--- src/rtl/matrix_pkg.sv ---
// Shared FSM state type and phase-length constants for the LED matrix scan driver.
package matrix_pkg;

    typedef enum logic [2:0] {
        IDLE    = 3'd0,
        LOAD    = 3'd1,
        SHIFT   = 3'd2,
        ROWCLK  = 3'd3,
        LATCH   = 3'd4,
        DISPLAY = 3'd5
    } state_t;

    // Phase lengths expressed in shift-clock half-periods (CLKDIV cycles each).
    localparam int SHIFT_HALVES_PER_COL = 32'd2;
    localparam int ROWCLK_HALVES        = 32'd2;
    localparam int LATCH_HALVES         = 32'd1;

endpackage

--- src/rtl/matrix_col_shifter.sv ---
// Column serialiser: captures one framebuffer row and emits it MSB first on
// csdi, with cclk low for CLKDIV cycles then high for CLKDIV cycles per bit.
// shift_last flags the final cycle of the final high half-period.
module matrix_col_shifter
    import matrix_pkg::*;
#(
    parameter int COLS   = 16,
    parameter int CLKDIV = 4
) (
    input  logic            clk,
    input  logic            rst,
    input  logic            clr,
    input  logic            load,
    input  logic [COLS-1:0] data,
    output logic            csdi,
    output logic            cclk,
    output logic            shift_last
);

    localparam int HALVES = SHIFT_HALVES_PER_COL * COLS;
    localparam int HW     = $clog2(HALVES);
    localparam int DW     = (CLKDIV > 1) ? $clog2(CLKDIV) : 1;

    logic [COLS-1:0] shreg_r;
    logic [HW-1:0]   half_r;
    logic [DW-1:0]   div_r;
    logic            busy_r;
    logic            csdi_r;
    logic            cclk_r;
    logic            half_end_s;

    assign half_end_s = (div_r == DW'(CLKDIV - 1));
    assign shift_last = busy_r && half_end_s && (half_r == HW'(HALVES - 1));
    assign csdi       = csdi_r;
    assign cclk       = cclk_r;

    // Load, pace and serialise one row; clr returns everything to idle.
    always_ff @(posedge clk or posedge rst) begin
        if (rst) begin
            shreg_r <= '0;
            half_r  <= '0;
            div_r   <= '0;
            busy_r  <= 1'b0;
            csdi_r  <= 1'b0;
            cclk_r  <= 1'b0;
        end else if (clr) begin
            shreg_r <= '0;
            half_r  <= '0;
            div_r   <= '0;
            busy_r  <= 1'b0;
            csdi_r  <= 1'b0;
            cclk_r  <= 1'b0;
        end else if (load) begin
            shreg_r <= data;
            half_r  <= '0;
            div_r   <= '0;
            busy_r  <= 1'b1;
            csdi_r  <= data[COLS-1];
            cclk_r  <= 1'b0;
        end else if (busy_r) begin
            if (half_end_s) begin
                div_r <= '0;
                if (half_r == HW'(HALVES - 1)) begin
                    busy_r <= 1'b0;
                    half_r <= '0;
                    csdi_r <= 1'b0;
                    cclk_r <= 1'b0;
                end else if (cclk_r) begin
                    // Falling edge of cclk: present the next bit.
                    half_r  <= half_r + HW'(1);
                    shreg_r <= {shreg_r[COLS-2:0], 1'b0};
                    csdi_r  <= shreg_r[COLS-2];
                    cclk_r  <= 1'b0;
                end else begin
                    half_r <= half_r + HW'(1);
                    cclk_r <= 1'b1;
                end
            end else begin
                div_r <= div_r + DW'(1);
            end
        end else begin
            div_r <= div_r;
        end
    end

endmodule

--- src/rtl/matrix_scan_driver.sv ---
// LED matrix scan driver: holds a ROWS x COLS framebuffer and scans it one row
// at a time (load, shift columns, clock row select, latch, display).
// Optional build macro MATRIX_BRIGHTNESS_EN adds a 4-bit brightness input that
// shortens the OEB-low portion of each DISPLAY phase in 1/16 steps.
module matrix_scan_driver
    import matrix_pkg::*;
#(
    parameter int ROWS     = 16,
    parameter int COLS     = 16,
    parameter int CLKDIV   = 4,
    parameter int ROW_HOLD = 256
) (
    input  logic                     wb_clk_i,
    input  logic                     wb_rst_i,
    input  logic                     active,
    input  logic                     fb_we,
    input  logic [$clog2(ROWS)-1:0]  fb_row,
    input  logic [COLS-1:0]          fb_data,
`ifdef MATRIX_BRIGHTNESS_EN
    input  logic [3:0]               brightness,
`endif
    output logic                     CSDI,
    output logic                     CCLK,
    output logic                     LE,
    output logic                     RSDI,
    output logic                     RCLK,
    output logic                     OEB,
    output logic                     frame_start
);

    localparam int RW         = $clog2(ROWS);
    localparam int ROWCLK_LEN = ROWCLK_HALVES * CLKDIV;
    localparam int LATCH_LEN  = LATCH_HALVES * CLKDIV;
    localparam int CNT_MAX    = (ROW_HOLD > ROWCLK_LEN) ? ROW_HOLD : ROWCLK_LEN;
    localparam int CW         = $clog2(CNT_MAX + 1);

    logic [COLS-1:0] fb_r [ROWS];
    state_t          state_r;
    logic [RW-1:0]   row_r;
    logic [CW-1:0]   cnt_r;
    logic            le_r;
    logic            rsdi_r;
    logic            rclk_r;
    logic            oeb_r;
    logic            frame_start_r;
    logic            fb_row_ok_s;
    logic [COLS-1:0] load_data_s;
    logic            shift_last_s;

`ifdef MATRIX_BRIGHTNESS_EN
    logic [3:0]      bright_r;
    logic [CW-1:0]   on_len_s;
    assign on_len_s = CW'((32'(bright_r) + 32'd1) * (ROW_HOLD / 32'd16));
`endif

    assign fb_row_ok_s = ({1'b0, fb_row} < (RW + 1)'(ROWS));

    // Row captured at LOAD; a same-cycle write to that row wins (write-first).
    always_comb begin
        load_data_s = fb_r[row_r];
        if (fb_we && fb_row_ok_s && (fb_row == row_r)) begin
            load_data_s = fb_data;
        end else begin
            load_data_s = fb_r[row_r];
        end
    end

    // Framebuffer storage; cleared only by reset, kept across active drops.
    always_ff @(posedge wb_clk_i or posedge wb_rst_i) begin
        if (wb_rst_i) begin
            for (int i = 0; i < ROWS; i++) begin
                fb_r[i] <= '0;
            end
        end else if (fb_we && fb_row_ok_s) begin
            fb_r[fb_row] <= fb_data;
        end else begin
            fb_r <= fb_r;
        end
    end

    matrix_col_shifter #(
        .COLS   (COLS),
        .CLKDIV (CLKDIV)
    ) u_col_shifter (
        .clk        (wb_clk_i),
        .rst        (wb_rst_i),
        .clr        (~active),
        .load       (state_r == LOAD),
        .data       (load_data_s),
        .csdi       (CSDI),
        .cclk       (CCLK),
        .shift_last (shift_last_s)
    );

    // Scan sequencer with registered row/latch/enable outputs.
    always_ff @(posedge wb_clk_i or posedge wb_rst_i) begin
        if (wb_rst_i) begin
            state_r       <= IDLE;
            row_r         <= '0;
            cnt_r         <= '0;
            le_r          <= 1'b0;
            rsdi_r        <= 1'b0;
            rclk_r        <= 1'b0;
            oeb_r         <= 1'b1;
            frame_start_r <= 1'b0;
`ifdef MATRIX_BRIGHTNESS_EN
            bright_r      <= 4'd0;
`endif
        end else if (!active) begin
            state_r       <= IDLE;
            row_r         <= '0;
            cnt_r         <= '0;
            le_r          <= 1'b0;
            rsdi_r        <= 1'b0;
            rclk_r        <= 1'b0;
            oeb_r         <= 1'b1;
            frame_start_r <= 1'b0;
        end else begin
            frame_start_r <= 1'b0;
            case (state_r)
                IDLE: begin
                    state_r <= LOAD;
                    cnt_r   <= '0;
                end
                LOAD: begin
                    state_r       <= SHIFT;
                    frame_start_r <= (row_r == '0);
                end
                SHIFT: begin
                    if (shift_last_s) begin
                        state_r <= ROWCLK;
                        cnt_r   <= '0;
                        rsdi_r  <= (row_r == '0);
                        rclk_r  <= 1'b0;
                    end else begin
                        state_r <= SHIFT;
                    end
                end
                ROWCLK: begin
                    if (cnt_r == CW'(ROWCLK_LEN - 1)) begin
                        state_r <= LATCH;
                        cnt_r   <= '0;
                        rclk_r  <= 1'b0;
                        rsdi_r  <= 1'b0;
                        le_r    <= 1'b1;
                    end else begin
                        cnt_r <= cnt_r + CW'(1);
                        if (cnt_r == CW'(CLKDIV - 1)) begin
                            rclk_r <= 1'b1;
                        end else begin
                            rclk_r <= rclk_r;
                        end
                    end
                end
                LATCH: begin
                    if (cnt_r == CW'(LATCH_LEN - 1)) begin
                        state_r <= DISPLAY;
                        cnt_r   <= '0;
                        le_r    <= 1'b0;
                        oeb_r   <= 1'b0;
`ifdef MATRIX_BRIGHTNESS_EN
                        bright_r <= brightness;
`endif
                    end else begin
                        cnt_r <= cnt_r + CW'(1);
                    end
                end
                DISPLAY: begin
                    if (cnt_r == CW'(ROW_HOLD - 1)) begin
                        state_r <= LOAD;
                        cnt_r   <= '0;
                        oeb_r   <= 1'b1;
                        row_r   <= (row_r == RW'(ROWS - 1)) ? '0 : row_r + RW'(1);
                    end else begin
                        cnt_r <= cnt_r + CW'(1);
`ifdef MATRIX_BRIGHTNESS_EN
                        if (cnt_r == on_len_s - CW'(1)) begin
                            oeb_r <= 1'b1;
                        end else begin
                            oeb_r <= oeb_r;
                        end
`else
                        oeb_r <= 1'b0;
`endif
                    end
                end
                default: begin
                    state_r <= IDLE;
                    cnt_r   <= '0;
                    le_r    <= 1'b0;
                    rsdi_r  <= 1'b0;
                    rclk_r  <= 1'b0;
                    oeb_r   <= 1'b1;
                end
            endcase
        end
    end

    assign LE          = le_r;
    assign RSDI        = rsdi_r;
    assign RCLK        = rclk_r;
    assign OEB         = oeb_r;
    assign frame_start = frame_start_r;

endmodule

--- config.mk ---
export PLATFORM = sky130hd
export DESIGN_NAME = matrix_scan_driver
export DESIGN_NICKNAME = d
export VERILOG_FILES = /design/src/rtl/matrix_pkg.sv /design/src/rtl/matrix_col_shifter.sv /design/src/rtl/matrix_scan_driver.sv
export SDC_FILE = /design/constraint.sdc
export NUM_CORES = 1
export LEC_CHECK = 0
export CAP_MARGIN = 0
export CORE_ASPECT_RATIO = 0.7
export CORE_MARGIN = 4
export CORE_UTILIZATION = 65
export DETAILED_ROUTE_END_ITERATION = 8
export PLACE_DENSITY = 0.81
export RECOVER_POWER = 25
export SYNTH_ARGS = -nofsm -noshare
export SYNTH_HDL_FRONTEND = slang
export SYNTH_SLANG_ARGS = --single-unit
--- constraint.sdc ---
create_clock -name wb_clk_i -period 25.3 [get_ports wb_clk_i]
set_input_delay 7.59 -clock wb_clk_i [delete_from_list [all_inputs] [get_ports wb_clk_i]]
set_output_delay 7.59 -clock wb_clk_i [all_outputs]
set_load 0.1 [all_outputs]
==> impl_metrics.json <==
{
  "htreeDepth": 1,
  "fp.coreArea_um2": 21620,
  "critPathLaunchType": "primary input",
  "syn-num-nets": 1074,
  "cts.hold.buffers_added": 0,
  "area_growth_pct": 9.704,
  "end_kind": "asynchronous set/reset pin",
  "vias_per_cell": 6.579,
  "powerDensity_nw_per_um2": 85.87,
  "power_mw": 1.346,
  "synthArstFlopShare_pct": 100.0,
  "root_buffer": "clkbuf_16",
  "min_period_over_period_pct": 52.93,
  "slew_headroom_pct": -197.2,
  "synth-seq-area-share_pct": 52.91,
  "fmaxAchievable_mhz": 74.68,
  "p_sw_mw": 0.3526,
  "dieArea_um2": 24450,
  "hold_ws_ns": 0.4980,
  "worstSetupPathType": "in -> async",
  "cts_buffer_depth": 3,
  "maxSlewViolCount": 235,
  "ios": 31,
  "finalClockSkew_ns": 0.02273,
  "swShare_pct": 26.20,
  "clockPowerShare_pct": 34.0,
  "die_width_um": 185.2,
  "power_frac_comb_pct": 17.7,
  "first_pass_iters": 5,
  "ir_drop_mv": 0.05627,
  "maxCapViolations": 6,
  "drt_iter0_drc": 575,
  "hold_class": "reg -> reg",
  "grt_max_degree": 105,
  "diodes": 0,
  "grtUsageTotal_pct": 26.32,
  "post_cts.resized_instances": 0,
  "ys_types": 56,
  "synthesis.area_um2": 14290,
  "worst_pin_slew_ns": 4.433,
  "cts.clk_slew.worst_paths_ns": 0.07,
  "finish.utilization_pct": 72.49,
  "dpl.hpwl_um": 18910,
  "synthFlopType": "dfrtp_1",
  "hold_violations": 0,
  "grt_pass1_wl_um": 50940,
  "gp_congestion": 0.7964,
  "avgSynthCellArea_um2": 13.71,
  "grt.overflow.total": 0,
  "tritoncts": "yes",
  "antenna_left": 0,
  "grt_antenna_before_repair": 0,
  "p_int_mw": 0.9931,
  "layout.nets": 1062,
  "setup_viol": 0,
  "drive_gt1_share_pct": 40.49,
  "die_y_um": 132.0,
  "wl_per_cell_um": 23.87,
  "start_util_pct": 66.08,
  "ys_seq_elements": 302,
  "cts_buffers": 29,
  "drcViolationCount": 0,
  "rows": 45,
  "leakagePower_nw": 6.862,
  "vias": 8777,
  "cts_setup_buffers": 0,
  "ys_warn_count": 0,
  "clock_sinks": 302,
  "io_buffer_count": 30,
  "drt_wl_total_um": 31850,
  "required_ns": 25.74,
  "worstPathArrival_ns": 13.83,
  "place_area_um2": 14690,
  "clock_latency_ns": 0.57,
  "seq_power_share_pct": 48.3,
  "min_period_ns": 13.39,
  "status": "finished with violations",
  "synth_enable_flop_cells": 0,
  "setup-tns-final_ns": 0,
  "crit_fanout": 104,
  "grt_pass1_vias": 8836,
  "final_cell_area_um2": 15670,
  "syn_inst": 1042,
  "rsz0062_at_grt": "false",
  "violations": "capacitance limit, slew limit"
}
-- critical path: stages --
cell and delay [ns]:
dlygate4sd3_1 0.54, clkinvlp_2 2.46, clkbuf_1 2.17, buf_4 1.03
-- layer usage --
metal | part of all wire, % | global-route usage (%) | vias to the layer above
met3 | 5.6 | 4.440 | 41
met1 | 47 | 41.17 | 4667
met5 | 0 | 0 | -
met4 | 1.6 | 4.482 | 0
li1 | - | - | 3841
met2 | 46 | 40.02 | 228
-- power groups by stage --
stage | sequential [mW] | clock (mW) | combinational (mW)
global route | 0.661 | 0.481 | 0.260
CTS | 0.648 | 0.462 | 0.240
finish | 0.650 | 0.458 | 0.238
global placement | 0.650 | 0 | 0.229
floorplan | 0.646 | 0 | 0.186
detailed placement | 0.656 | 0 | 0.238
-- Yosys cell counts, drive strengths merged (4+ instances only) --
| cell type | instances | area share [%] |
|---|---|---|
| nor3b | 6 | 0.35 |
| a22oi | 47 | 2.5 |
| a21o | 5 | 0.26 |
| nand2 | 24 | 0.63 |
| mux2i | 33 | 2.3 |
| nor3 | 8 | 0.28 |
| o21ai | 19 | 0.67 |
| and3 | 8 | 0.36 |
| nand3b | 4 | 0.21 |
| mux2 | 318 | 25 |
| nand3 | 27 | 0.95 |
| nand2b | 10 | 0.44 |
| o22ai | 17 | 0.74 |
| or3 | 4 | 0.18 |
| ha | 8 | 0.70 |
| a21oi | 15 | 0.53 |
| clkbuf | 53 | 1.5 |
| inv | 8 | 0.21 |
| xor2 | 4 | 0.25 |
| nor2 | 26 | 0.68 |
| dfrtp | 301 | 53 |
| buf | 29 | 1.0 |
| mux4 | 34 | 5.4 |
-- sequential cells by signal, summed over array words and instances (netlist names) --
signal                 cells
OEB                        1
LE                         1
u_col_shifter.csdi         1
u_col_shifter.div_r        2
u_col_shifter.busy_r       1
cnt_r                      9
state_r                    3
fb_r                     256
u_col_shifter.cclk         1
u_col_shifter.shreg_r     15
RCLK                       1
RSDI                       1
frame_start                1
row_r                      4
u_col_shifter.half_r       5
-- logic make-up after synthesis --
| family | share of synthesized area [%] |
|---|---|
| DFF | 52.91 |
| xor gates and xnor gates | 0.3065 |
| adders and majority gates | 0.7007 |
| and+or+nand+nor | 4.966 |
| AOI/OAI and AO/OA | 5.710 |
| muxes | 32.74 |
| buffers and inverters | 2.671 |
-- final timing paths --
path	start	to	slack [ns]	cells after the start
min in group asynchronous	wb_rst_i	fb_r[187]	8.82	2
worst min register to register	RCLK	RCLK	0.50	2
worst min-delay path	RCLK	RCLK	0.50	2
max in group wb_clk_i	u_col_shifter.csdi	CSDI	15.47	1
worst max register to register	cnt_r[0]	cnt_r[5]	21.37	10
worst max-delay path	wb_rst_i	row_r[0]	11.91	4
-- area by class of cell --
cell class	count	area (um2)
sequential	302	7564
multi-input combinational	650	6351
fill	1448	5948
clock buffer	44	882.1
timing repair buffer	39	356.6
tap	282	352.8
clock inverter	9	135.1
inverter	8	31.28
-- through the flow --
step | cells | setup slack, ns
floorplan | 1042 | 9.366
global placement | 1281 | 14.75
detailed placement | 1281 | 14.77
CTS | 1334 | 15.35
global route | 1334 | 10.57
finish | 1334 | 11.91
-- layout by cell type (no fill, tap or decap), types with 6 or more instances in the layout --
cell type / synthesis / layout
a21oi_1: 15 / 15
a22oi_1: 47 / 47
and3_1: 7 / 7
buf_4: 0 / 6
clkbuf_1: 52 / 8
clkbuf_16: 0 / 29
clkbuf_8: 1 / 10
clkdlybuf4s50_1: 0 / 27
dfrtp_1: 301 / 299
ha_1: 8 / 8
inv_1: 8 / 7
mux2_2: 317 / 317
mux2i_1: 33 / 33
mux4_2: 34 / 34
nand2_1: 24 / 24
nand2b_1: 10 / 10
nand3_1: 27 / 27
nor2_1: 26 / 17
nor2_2: 0 / 9
nor3_1: 8 / 8
o21ai_0: 17 / 18
o22ai_1: 17 / 17
Note: power is estimated with default switching activity, not from simulation.
